[config.mk]
export PLATFORM = sky130hd
export DESIGN_NAME = vga_bounce_box_flat
export DESIGN_NICKNAME = d
export VERILOG_FILES = /design/src/rtl/vga_bounce_box_if.sv /design/src/rtl/vga_bounce_box.sv /design/src/flat_wrapper.sv
export SDC_FILE = /design/constraint.sdc
export NUM_CORES = 1
export LEC_CHECK = 0
export BUFFER_PORTS_ARGS = -buffer_cell sky130_fd_sc_hd__buf_2
export CAP_MARGIN = 20
export CORE_UTILIZATION = 40
export CTS_BUF_LIST = sky130_fd_sc_hd__clkbuf_4 sky130_fd_sc_hd__clkbuf_8 sky130_fd_sc_hd__clkbuf_16
export DETAILED_ROUTE_END_ITERATION = 12
export PLACE_DENSITY_LB_ADDON = 0.15
export SYNTH_ARGS = -nofsm -noshare
export SYNTH_HDL_FRONTEND = slang
export SYNTH_SLANG_ARGS = --single-unit
export TNS_END_PERCENT = 5
[constraint.sdc]
create_clock -name CLOCK_50 -period 3.9 [get_ports CLOCK_50]
set_input_delay 0.78 -clock CLOCK_50 [delete_from_list [all_inputs] [get_ports CLOCK_50]]
set_output_delay 0.78 -clock CLOCK_50 [all_outputs]
set_load 0.05 [all_outputs]
[src/rtl/vga_bounce_box_if.sv]
// Pixel-stream bundle between the VGA timing generator and the bounce-box colour source.
interface vga_bounce_box_if;
  logic [10:0] pixel_x;
  logic [9:0]  pixel_y;
  logic        pixel_valid;
  logic        frame_start;
  logic        pause;
  logic        red;
  logic        green;
  logic        blue;
  logic [15:0] bounce_count;
  logic [7:0]  corner_count;

  // Timing generator side: drives coordinates and strobes, receives colour.
  modport master (
    output pixel_x, pixel_y, pixel_valid, frame_start, pause,
    input  red, green, blue, bounce_count, corner_count
  );

  // Colour source side.
  modport slave (
    input  pixel_x, pixel_y, pixel_valid, frame_start, pause,
    output red, green, blue, bounce_count, corner_count
  );
endinterface

[src/rtl/vga_bounce_box.sv]
// Bouncing square over a white background: per-frame motion with edge clamping,
// colour change on every bounce, and one-cycle registered pixel colour output.
module vga_bounce_box #(
  parameter int H_ACTIVE = 800,
  parameter int V_ACTIVE = 600,
  parameter int BOX_SIZE = 100,
  parameter int STEP_X   = 2,
  parameter int STEP_Y   = 1,
  parameter int INIT_X   = 100,
  parameter int INIT_Y   = 100
) (
  input logic              CLOCK_50,
  input logic              RESET,
  vga_bounce_box_if.slave  bus
);

  localparam logic [11:0] LP_X_MAX  = 12'(H_ACTIVE - BOX_SIZE);
  localparam logic [11:0] LP_Y_MAX  = 12'(V_ACTIVE - BOX_SIZE);
  localparam logic [11:0] LP_STEP_X = 12'(STEP_X);
  localparam logic [11:0] LP_STEP_Y = 12'(STEP_Y);
  localparam logic [11:0] LP_BOX    = 12'(BOX_SIZE);
  localparam logic [11:0] LP_INIT_X = 12'(INIT_X);
  localparam logic [11:0] LP_INIT_Y = 12'(INIT_Y);

  // Box position is held in 12 bits so edge arithmetic never wraps.
  logic [11:0] r_box_x;
  logic [11:0] r_box_y;
  logic        r_dir_left;
  logic        r_dir_up;
  logic [2:0]  r_colour_idx;
  logic        r_red;
  logic        r_green;
  logic        r_blue;
  logic [15:0] r_bounce_count;
  logic [7:0]  r_corner_count;

  logic [11:0] w_px;
  logic [11:0] w_py;
  logic        w_in_box;
  logic [2:0]  w_colour;
  logic        w_update;
  logic [11:0] w_next_x;
  logic [11:0] w_next_y;
  logic        w_next_left;
  logic        w_next_up;
  logic        w_hit_x;
  logic        w_hit_y;
  logic [2:0]  w_next_idx;

  assign w_px     = {1'b0, bus.pixel_x};
  assign w_py     = {2'b00, bus.pixel_y};
  assign w_update = bus.frame_start & ~bus.pause;

  assign w_in_box = (w_px >= r_box_x) && (w_px < r_box_x + LP_BOX) &&
                    (w_py >= r_box_y) && (w_py < r_box_y + LP_BOX);

  // Colour table lookup, {red, green, blue}.
  always_comb begin
    w_colour = 3'b000;
    case (r_colour_idx)
      3'd0:    w_colour = 3'b100;
      3'd1:    w_colour = 3'b010;
      3'd2:    w_colour = 3'b001;
      3'd3:    w_colour = 3'b110;
      3'd4:    w_colour = 3'b011;
      3'd5:    w_colour = 3'b101;
      default: w_colour = 3'b000;
    endcase
  end

  // Horizontal step with clamping at either active-area edge.
  always_comb begin
    w_next_x    = r_box_x;
    w_next_left = r_dir_left;
    w_hit_x     = 1'b0;
    if (!r_dir_left) begin
      if (r_box_x + LP_STEP_X >= LP_X_MAX) begin
        w_next_x    = LP_X_MAX;
        w_next_left = 1'b1;
        w_hit_x     = 1'b1;
      end else begin
        w_next_x = r_box_x + LP_STEP_X;
      end
    end else begin
      if (r_box_x <= LP_STEP_X) begin
        w_next_x    = 12'd0;
        w_next_left = 1'b0;
        w_hit_x     = 1'b1;
      end else begin
        w_next_x = r_box_x - LP_STEP_X;
      end
    end
  end

  // Vertical step with clamping at either active-area edge.
  always_comb begin
    w_next_y  = r_box_y;
    w_next_up = r_dir_up;
    w_hit_y   = 1'b0;
    if (!r_dir_up) begin
      if (r_box_y + LP_STEP_Y >= LP_Y_MAX) begin
        w_next_y  = LP_Y_MAX;
        w_next_up = 1'b1;
        w_hit_y   = 1'b1;
      end else begin
        w_next_y = r_box_y + LP_STEP_Y;
      end
    end else begin
      if (r_box_y <= LP_STEP_Y) begin
        w_next_y  = 12'd0;
        w_next_up = 1'b0;
        w_hit_y   = 1'b1;
      end else begin
        w_next_y = r_box_y - LP_STEP_Y;
      end
    end
  end

  assign w_next_idx = (r_colour_idx == 3'd5) ? 3'd0 : r_colour_idx + 3'd1;

  // Per-frame motion and bounce bookkeeping; a corner counts as one bounce.
  always_ff @(posedge CLOCK_50 or posedge RESET) begin
    if (RESET) begin
      r_box_x        <= LP_INIT_X;
      r_box_y        <= LP_INIT_Y;
      r_dir_left     <= 1'b0;
      r_dir_up       <= 1'b0;
      r_colour_idx   <= 3'd0;
      r_bounce_count <= 16'd0;
      r_corner_count <= 8'd0;
    end else if (w_update) begin
      r_box_x    <= w_next_x;
      r_box_y    <= w_next_y;
      r_dir_left <= w_next_left;
      r_dir_up   <= w_next_up;
      if (w_hit_x || w_hit_y) begin
        r_colour_idx   <= w_next_idx;
        r_bounce_count <= r_bounce_count + 16'd1;
      end
      if (w_hit_x && w_hit_y) begin
        r_corner_count <= r_corner_count + 8'd1;
      end
    end
  end

  // Registered pixel colour: black outside active video, box colour inside, white elsewhere.
  always_ff @(posedge CLOCK_50 or posedge RESET) begin
    if (RESET) begin
      {r_red, r_green, r_blue} <= 3'b000;
    end else if (!bus.pixel_valid) begin
      {r_red, r_green, r_blue} <= 3'b000;
    end else if (w_in_box) begin
      {r_red, r_green, r_blue} <= w_colour;
    end else begin
      {r_red, r_green, r_blue} <= 3'b111;
    end
  end

  assign bus.red          = r_red;
  assign bus.green        = r_green;
  assign bus.blue         = r_blue;
  assign bus.bounce_count = r_bounce_count;
  assign bus.corner_count = r_corner_count;

endmodule
[src/flat_wrapper.sv]
// flat-port wrapper written by rule: the top's interface ports become plain ports
module vga_bounce_box_flat 
#(
  parameter int H_ACTIVE = 800,
  parameter int V_ACTIVE = 600,
  parameter int BOX_SIZE = 100,
  parameter int STEP_X   = 2,
  parameter int STEP_Y   = 1,
  parameter int INIT_X   = 100,
  parameter int INIT_Y   = 100
)
  (CLOCK_50, RESET, bus_pixel_x, bus_pixel_y, bus_pixel_valid, bus_frame_start, bus_pause, bus_red, bus_green, bus_blue, bus_bounce_count, bus_corner_count);
  vga_bounce_box_if bus_i ();
  input logic CLOCK_50;
  input logic RESET;
  input wire logic [$bits(bus_i.pixel_x)-1:0] bus_pixel_x;
  input wire logic [$bits(bus_i.pixel_y)-1:0] bus_pixel_y;
  input wire logic [$bits(bus_i.pixel_valid)-1:0] bus_pixel_valid;
  input wire logic [$bits(bus_i.frame_start)-1:0] bus_frame_start;
  input wire logic [$bits(bus_i.pause)-1:0] bus_pause;
  output wire logic [$bits(bus_i.red)-1:0] bus_red;
  output wire logic [$bits(bus_i.green)-1:0] bus_green;
  output wire logic [$bits(bus_i.blue)-1:0] bus_blue;
  output wire logic [$bits(bus_i.bounce_count)-1:0] bus_bounce_count;
  output wire logic [$bits(bus_i.corner_count)-1:0] bus_corner_count;
  assign bus_i.pixel_x = bus_pixel_x;
  assign bus_i.pixel_y = bus_pixel_y;
  assign bus_i.pixel_valid = bus_pixel_valid;
  assign bus_i.frame_start = bus_frame_start;
  assign bus_i.pause = bus_pause;
  assign bus_red = bus_i.red;
  assign bus_green = bus_i.green;
  assign bus_blue = bus_i.blue;
  assign bus_bounce_count = bus_i.bounce_count;
  assign bus_corner_count = bus_i.corner_count;
  vga_bounce_box #(.H_ACTIVE(H_ACTIVE), .V_ACTIVE(V_ACTIVE), .BOX_SIZE(BOX_SIZE), .STEP_X(STEP_X), .STEP_Y(STEP_Y), .INIT_X(INIT_X), .INIT_Y(INIT_Y)) u_core (.CLOCK_50(CLOCK_50), .RESET(RESET), .bus(bus_i));
endmodule
==> results of run 1 <==
## cell families after synthesis
group / synth area share, %
compound gates: 19.2
xor+xnor: 9.17
fa+ha+maj: 14.2
buf+inv: 5.76
flops: 30.2
mux: 1.39
simple gates: 20.1
## flip-flops by register name, indices dropped and copies added, names as in the netlist
name,count
u_core.bus.blue,1
u_core.r_dir_up,1
u_core.r_dir_left,1
u_core.r_box_x,11
u_core.bus.red,1
u_core.bus.corner_count,8
u_core.bus.green,1
u_core.bus.bounce_count,16
u_core.r_colour_idx,3
u_core.r_box_y,12
## layout make-up
type,count,area (um^2)
clock buffers,6,133
clock inverters,2,38.8
fillers,1085,5890
inverters,36,135
multi-input cells,424,2940
flip-flops and latches,55,1380
well taps,140,175
repair buffers,56,293
## worst max-delay path: cells and delay by family (launching register included)
kind / cells / cell delay [ns]
AO/OA/AOI/OAI: 1 / 0.19
XOR/XNOR: 2 / 0.23
adder cells (fa/ha/maj): 1 / 0.24
buffers and inverters: 1 / 0.22
flip-flops: 1 / 0.62
AND/OR/NAND/NOR: 5 / 1.72
## layout by cell type (no fill, tap or decap), types with 3 or more instances in the layout
| cell type | netlist | routed |
|---|---|---|
| a21boi_0 | 7 | 7 |
| ha_1 | 52 | 52 |
| dfstp_2 | 6 | 6 |
| a21o_1 | 5 | 5 |
| nand4_1 | 12 | 12 |
| nand2_1 | 44 | 44 |
| o22ai_1 | 4 | 4 |
| nor2b_1 | 6 | 6 |
| a2111oi_0 | 4 | 4 |
| o31ai_1 | 4 | 4 |
| nand2b_1 | 4 | 4 |
| a21oi_1 | 39 | 39 |
| mux2i_1 | 3 | 3 |
| and3_1 | 9 | 9 |
| nor4_1 | 8 | 8 |
| nor3_1 | 14 | 14 |
| o21a_1 | 3 | 3 |
| inv_1 | 36 | 35 |
| a31oi_1 | 5 | 5 |
| and2_1 | 3 | 3 |
| xor2_1 | 15 | 15 |
| nor2_1 | 37 | 37 |
| buf_2 | 7 | 51 |
| dfrtp_1 | 49 | 49 |
| o211ai_1 | 6 | 6 |
| mux2_2 | 3 | 3 |
| clkbuf_16 | 0 | 5 |
| or3_1 | 4 | 4 |
| nand3_1 | 23 | 23 |
| xnor2_1 | 33 | 33 |
| and4_1 | 3 | 3 |
| buf_4 | 0 | 5 |
| o21ai_0 | 40 | 40 |
## through the flow
stage	area [um^2]	instances
floorplan	4580	543
global placement	4920	711
detailed placement	4920	711
CTS	5090	719
global route	5090	719
finish	5090	719
## final timing paths
path,endpoint,start,slack (ns),depth (start not counted)
min reg2reg,u_core.bus.corner_count[7],u_core.bus.corner_count[7],0.46,1
min,u_core.bus.corner_count[7],u_core.bus.corner_count[7],0.46,1
max,u_core.bus.bounce_count[12],u_core.r_box_y[2],0.59,10
max reg2reg,u_core.bus.bounce_count[12],u_core.r_box_y[2],0.59,10
max in group asynchronous,u_core.bus.corner_count[1],RESET,2.51,3
min in group asynchronous,u_core.r_box_y[1],RESET,0.64,2
## power breakdown
| part | leakage (nW) | switching (mW) | internal (mW) |
|---|---|---|---|
| Sequential | 0.683 | 0.303 | 0.729 |
| Clock | 0.0849 | 0.220 | 0.313 |
| Combinational | 1.54 | 0.988 | 0.674 |
| Total | 2.30 | 1.51 | 1.72 |
## routing by layer
layer	vias up	part of all wire [%]	wire, um	GRT usage, %
met2	64	47	5230	33.1
met1	1895	48	5240	26.1
li1	2027	-	-	-
met3	16	2.8	308	2.93
met5	-	0	0	0
met4	0	2.2	244	7.14
## synthesized netlist by cell type, drive strengths merged, types with 3 or more instances
library cell	count	area [um^2]
and4	3	26.3
a2111oi	4	35.0
clkbuf	18	67.6
ha	52	651
and2	3	18.8
o21a	3	22.5
or4	3	30.0
o211ai	6	45.0
o31ai	4	30.0
xor2	15	131
nand2b	4	25.0
nand3	23	115
a31oi	5	31.3
mux2	3	33.8
nor2	37	139
and3	9	56.3
nand4	12	75.1
nor3	14	70.1
o22ai	4	25.0
a21boi	7	52.6
a21o	5	37.5
inv	36	135
xnor2	33	289
mux2i	3	30.0
dfstp	6	158
nor2b	6	37.5
a21oi	39	195
buf	10	61.3
nand2	45	176
nor4	9	62.6
dfrtp	49	1230
o21ai	40	200
or3	5	36.3
==> impl_metrics.toml, run 1 <==
[status]
outcome = "finished clean"

[yosys]
seq_area_frac_synth_pct = 30.2
syn_inst = 543
synth_flop_cell = "dfrtp_1"
synth_edf_count = 0
yosysWarnings = 0
syn-cell-area_mm2 = 0.00458
async_flop_share_pct = 100
avgSynthCellArea_um2 = 8.44
synth_seq_cells = 55
ys_types = 64
synth_fp_nets = 621

[clock_tree]
cts_setup_buffers = 0
ctsResizeCount = 0
h-tree-depth = 2
cts_root_buf = "clkbuf_16"
clock_path_buffers = 2
clk_pin_slew_worst_paths_ns = 0.07
insertion_delay_ns = 0.30
cts_tree = "built"
cts_sinks = 55
hold_buffers = 0
numCtsBuffers = 5

[job]
cap_violations = 0

[sta]
finalSetupViolations = 0
finClkSkew_ns = 0.0122
tns_ns = 0
hold-worst-slack_ns = 0.461
slew_headroom_pct = 42.1
rsz0062_at_grt = "false"
slew_violations = 0
setup_ws_ns = 0.591
period_share_pct = 84.8
worst_pin_slew_ns = 0.868
max_freq_mhz = 302
finalHoldViolations = 0
min_period_ns = 3.31

[cells_and_area]
areaGrowthSynthToFinish_pct = 11.1
nets = 656
finish.utilization_pct = 46.4
n_antenna_cell = 0
drive_gt1_share_pct = 14.3

[place]
place_ws_ns = 0.626
place.gp.congestion = 0.874
dpl.hpwl_um = 8480
io_buffers = 51

[critical_path]
path_max_fanout = 20
path_class = "flop to flop"
cpPeakStageDelay_ns = 0.62
end_kind = "flop"
setup.worst_path.start_class = "flop"
cpMaxStageDelayCell = "dfstp_2"
path_common_cell = "xnor2_1"
crit_path_cell_trace = "ha_1, and4_1, and3_1, xnor2_1, or4_1, and4b_1, a2bb2oi_1, buf_4, nor4_1, xnor2_1"
worstPathRequired_ns = 4.12
crit_arrival_ns = 3.53

[worst_hold_path]
hold_class = "flop to flop"

[route]
vias = 4002
dr.first_iter.drc_count = 151
dr.pass1.iters = 4
viasPerCell = 5.57
drcViolationCount = 0
ant_nets = 0
wl_per_cell_um = 15.3
wirelength_um = 11000

[die]
ios = 53
fp.dieW_um = 109
die-area_mm2 = 0.0119
initial_core_util_pct = 41.7
rows = 38
die_h_um = 109
core_area_mm2 = 0.0110

[global_routing]
grt_pass1_wl_um = 18800
grt_max_degree = 39
antenna_found_initial = 0
overflow = 0
grt_use_total_pct = 19.9
grt_pass1_vias = 3856

[pwr]
power_mw = 3.23
p_per_area_mw_per_mm2 = 633
peakVddDrop_uv = 229
p_leak_nw = 2.30
No activity file was read; power rests on OpenSTA's default activity.
==> run 2, diff against run 1 <==
Clock period 3.9 ns to 3.37 ns, I/O delays scaled along.
==> run 2 against run 1 <==
First-iteration DRC count up 35%. Hold slack lost 0.048 ns. Sequential share of layout area shrank 0.64 points. Critical path depth unchanged. Sequential power rose by 7%. Combinational power up 30%. Design area rose by 2.4%. Worst setup slack lost 0.41 ns. Non-clock buffer count up 13. Clock skew fell by 0.0068 ns. Maximum frequency grew 3.9%. Via count increased by 1.9%.
==> impl_metrics.toml, run 2 (synthesized netlist as in run 1, its figures left out) <==
[route]
ant_nets = 0
viasPerCell = 5.57
wirelength_um = 11100
dr.pass1.iters = 5
drcViolationCount = 0
dr.first_iter.drc_count = 204
vias = 4079
wl_per_cell_um = 15.2

[status]
outcome = "finished clean"

[sta]
rsz0062_at_grt = "false"
finClkSkew_ns = 0.00539
period_share_pct = 94.5
slew_violations = 0
max_freq_mhz = 314
slew_headroom_pct = 41.9
hold-worst-slack_ns = 0.413
finalSetupViolations = 0
worst_pin_slew_ns = 0.871
min_period_ns = 3.19
tns_ns = 0
finalHoldViolations = 0

[pwr]
p_leak_nw = 2.38
p_per_area_mw_per_mm2 = 738
peakVddDrop_uv = 288

[cells_and_area]
largest_register_ffs = 16
areaGrowthSynthToFinish_pct = 13.8
drive_gt1_share_pct = 16.6
finalNonFillerCells = 732
final_cell_mix = "ha_1, buf_2, dfrtp_1"
nets = 669
final_common_cell = "ha_1"
fin_area_mm2 = 0.00522
finish.utilization_pct = 47.5
n_antenna_cell = 0
num-fill-cells = 1075

[global_routing]
grt_pass1_wl_um = 18500
overflow = 0
grt_max_degree = 31
antenna_found_initial = 0
grt_pass1_vias = 3941
grt_use_total_pct = 19.5

[critical_path]
worstPathRequired_ns = 3.59
setup.worst_path.start_class = "flop"
crit_arrival_ns = 3.40
path_class = "flop to flop"
end_kind = "flop"
path_max_fanout = 20
cpMaxStageDelayCell = "dfstp_2"
cpPeakStageDelay_ns = 0.61
crit_path_cell_trace = "ha_1, and4_1, and3_1, xnor2_1, or4_1, and4b_1, a2bb2oi_1, buf_12, nor4_1, xor2_1"

[die]
rows = 38
ios = 53
fp.dieW_um = 109
initial_core_util_pct = 41.7
die-area_mm2 = 0.0119
die_h_um = 109
core_area_mm2 = 0.0110

[place]
place_inst = 724
place.gp.congestion = 0.874
placed_cell_area_mm2 = 0.00503
dpl.hpwl_um = 8550
io_buffers = 51

[clock_tree]
ctsResizeCount = 0
cts_root_buf = "clkbuf_16"
h-tree-depth = 2
hold_buffers = 0
clock_path_buffers = 2
cts_tree = "built"
numCtsBuffers = 5
clk_pin_slew_worst_paths_ns = 0.07
cts_setup_buffers = 0
cts_sinks = 55
insertion_delay_ns = 0.29

[job]
cap_violations = 0

[worst_hold_path]
hold_class = "input port to asynchronous set/reset pin"
-- run 2: changes by cell type in the layout (fill, tap and decap cells not counted) --
cell    before  now
buf_12       0    1
nor4_2       1    3
buf_4        5   17
nor4_1       8    6
-- run 2: worst max-delay path, delay by kind of cell, from the launching register on --
| kind | cells | cell delay, ns |
|---|---|---|
| and+or+nand+nor | 5 | 1.63 |
| DFF | 1 | 0.61 |
| xor gates and xnor gates | 2 | 0.25 |
| AOI/OAI and AO/OA | 1 | 0.22 |
| buffers and inverters | 1 | 0.20 |
| adders and majority gates | 1 | 0.19 |
-- run 2: report_power, final --
group,internal [mW],total (mW),leakage (nW),switching (mW)
clock,0.362,0.605,0.0849,0.243
sequential,0.847,1.10,0.683,0.252
combinational,0.868,2.15,1.61,1.28
-- run 2: per-stage QoR --
| step | setup slack, ns | power, mW |
|---|---|---|
| after global routing | 0.00306 | 4.21 |
| after detailed placement | 0.185 | 3.25 |
| after global placement | 0.230 | 3.19 |
| after CTS | 0.179 | 3.87 |
| final | 0.185 | 3.85 |
| after floorplan | 0.433 | 2.65 |
-- run 2: cell type report --
type	instances	area [um^2]	area share, %
multi-input cells	424	2950	56.5
clock inverters	2	38.8	0.743
clock buffers	6	133	2.54
well taps	140	175	3.36
flip-flops and latches	55	1380	26.5
inverters	36	135	2.59
repair buffers	69	403	7.72
-- run 2: per-layer routing --
layer,vias to the layer above,GRT usage [%],share of wire [%]
met2,78,32.3,48
met4,0,5.60,1.6
li1,2041,-,-
met5,-,0,0
met3,10,2.45,3.1
met1,1950,26.5,48
-- run 2: worst paths after layout --
kind / start / endpoint / depth (start not counted) / slack (ns)
worst max-delay path: u_core.r_box_y[2] / u_core.bus.bounce_count[10] / 10 / 0.18
worst min-delay path: RESET / u_core.r_box_y[3] / 2 / 0.41
worst max register to register: u_core.r_box_y[2] / u_core.bus.bounce_count[10] / 10 / 0.18
worst min register to register: u_core.bus.corner_count[7] / u_core.bus.corner_count[7] / 1 / 0.46
max in group asynchronous: RESET / u_core.r_box_x[6] / 3 / 2.11
min in group CLOCK_50: u_core.bus.corner_count[7] / u_core.bus.corner_count[7] / 1 / 0.46
==> run 3, diff against run 2 <==
Settings changed: CELL_PAD_IN_SITES_DETAIL_PLACEMENT set to 0, CELL_PAD_IN_SITES_GLOBAL_PLACEMENT set to 1, CORE_UTILIZATION 40 to 45.
==> run 3 against run 2 <==
Global-route usage increased by 2.5 points. Combinational power about the same. Hold slack improved by 0.050 ns. Count of clock-buffer cells in the layout decreased by 1. Core utilization increased by 4.8 points. Design area decreased by 1.5%. Register-to-register slack improved by 0.05 ns. Highest routed layer unchanged.
==> impl_metrics.toml, run 3 (synthesized netlist as in run 1, its figures left out) <==
[clock_tree]
cts_root_buf = "clkbuf_8"
h-tree-depth = 2
clk_pin_slew_worst_paths_ns = 0.11
ctsResizeCount = 0
clock_path_buffers = 2
cts_setup_buffers = 0
hold_buffers = 0
numCtsBuffers = 5
cts_sinks = 55
cts_tree = "built"
insertion_delay_ns = 0.32

[worst_hold_path]
holdPathStages = 1
hold_class = "flop to flop"

[die]
ios = 53
initial_core_util_pct = 46.7
die-area_mm2 = 0.0106
core_area_mm2 = 0.00982
fp.dieW_um = 103
die_h_um = 103
rows = 36

[place]
dpl.hpwl_um = 8550
io_buffers = 51
place.gp.congestion = 0.876
placed_cell_area_mm2 = 0.00503

[critical_path]
cpMaxStageDelayCell = "dfstp_2"
path_depth = 10
end_kind = "flop"
worstRegToRegCells = 10
crit_buf_inv = 1
path_max_fanout = 20
worstPathRequired_ns = 3.60
path_delay_family = "simple AND/OR/NAND/NOR gates"
path_class = "flop to flop"
cpPeakStageDelay_ns = 0.55
setup.worst_path.start_class = "flop"
crit_arrival_ns = 3.37
crit_path_cell_trace = "ha_1, and4_1, and3_1, xnor2_1, or4_1, and4b_1, a2bb2oi_2, buf_12, nor4_2, xor2_1"

[sta]
slew_violations = 0
hold-worst-slack_ns = 0.463
slew_headroom_pct = 40.4
rsz0062_at_grt = "false"
finClkSkew_ns = 0.0127
tns_ns = 0
max_freq_mhz = 319
period_share_pct = 93.0
finalHoldViolations = 0
min_period_ns = 3.13
finalSetupViolations = 0
worst_pin_slew_ns = 0.894

[route]
wl_per_cell_um = 15.4
wl_met2_um = 4860
viasPerCell = 5.71
ant_nets = 0
met1_length_um = 5660
dr.first_iter.drc_count = 243
vias = 4138
wl_met3_um = 516
top_layer_used = "met4"
dr.pass1.iters = 5
wirelength_um = 11100
drcViolationCount = 0

[global_routing]
antenna_found_initial = 0
grt_pass1_wl_um = 18400
grt_use_total_pct = 22.0
grt_pass1_vias = 3810
grt_max_degree = 34
overflow = 0

[cells_and_area]
regArea_mm2 = 0.00138
areaGrowthSynthToFinish_pct = 12.1
n_antenna_cell = 0
final_cell_mix = "ha_1, buf_2, dfrtp_1"
final_common_cell = "ha_1"
fin_area_mm2 = 0.00514
multiInputGateArea_mm2 = 0.00296
largest_register_ffs = 16
drive_gt1_share_pct = 16.9
nets = 669
num-fill-cells = 978

[pwr]
peakVddDrop_uv = 320
p_leak_nw = 2.33
p_per_area_mw_per_mm2 = 709

[job]
cap_violations = 0

[status]
outcome = "finished clean"
[run 3: changes by cell type in the layout (fill, tap and decap cells not counted)]
cell | before | now
clkbuf_16 | 5 | 0
clkbuf_8 | 0 | 5
clkinvlp_4 | 0 | 2
a2bb2oi_1 | 1 | 0
a2bb2oi_2 | 0 | 1
bufinv_16 | 1 | 0
clkbuf_4 | 1 | 0
nor2b_1 | 6 | 5
nor2b_2 | 0 | 1
nor4_1 | 6 | 7
nor4_2 | 3 | 2
nor4b_1 | 1 | 0
nor4b_2 | 0 | 1
[run 3: routing by layer]
layer  track usage (%)  vias to the layer above
met2              34.8                      129
met5                 0                        -
met1              31.8                     1963
li1                  -                     2038
met4              5.63                        0
met3              2.64                        8
[run 3: stage by stage]
stage	std cells	worst slack, ns	total power [mW]	util (%)
floorplan	543	0.433	2.65	-
global placement	717	0.282	3.19	51.3
detailed placement	717	0.150	3.26	51.3
CTS	725	0.117	3.66	52.2
global route	725	0.0533	4.00	52.3
finish	725	0.235	3.64	52.3
[run 3: layout make-up]
| type | instances | share of cell area (%) |
|---|---|---|
| multi-input cells | 424 | 57.6 |
| flip-flops and latches | 55 | 26.9 |
| repair buffers | 69 | 7.84 |
| well taps | 133 | 3.24 |
| inverters | 36 | 2.63 |
| clock buffers | 5 | 1.34 |
| clock inverters | 3 | 0.463 |
[run 3: report_power, final]
| group | switching [mW] | internal (mW) | leakage [nW] |
|---|---|---|---|
| clock | 0.233 | 0.149 | 0.0408 |
| combinational | 1.26 | 0.863 | 1.61 |
| sequential | 0.294 | 0.844 | 0.683 |
| total | 1.79 | 1.86 | 2.33 |
[run 3: final timing paths]
kind                                             from                     endpoint  slack (ns)
max in group asynchronous                       RESET   u_core.bus.bounce_count[0]        2.22
max                                 u_core.r_box_y[2]  u_core.bus.bounce_count[10]        0.24
min reg2reg                u_core.bus.corner_count[7]   u_core.bus.corner_count[7]        0.46
min                        u_core.bus.corner_count[7]   u_core.bus.corner_count[7]        0.46
min in group asynchronous                       RESET       u_core.r_colour_idx[2]        0.48
max reg2reg                         u_core.r_box_y[2]  u_core.bus.bounce_count[10]        0.24
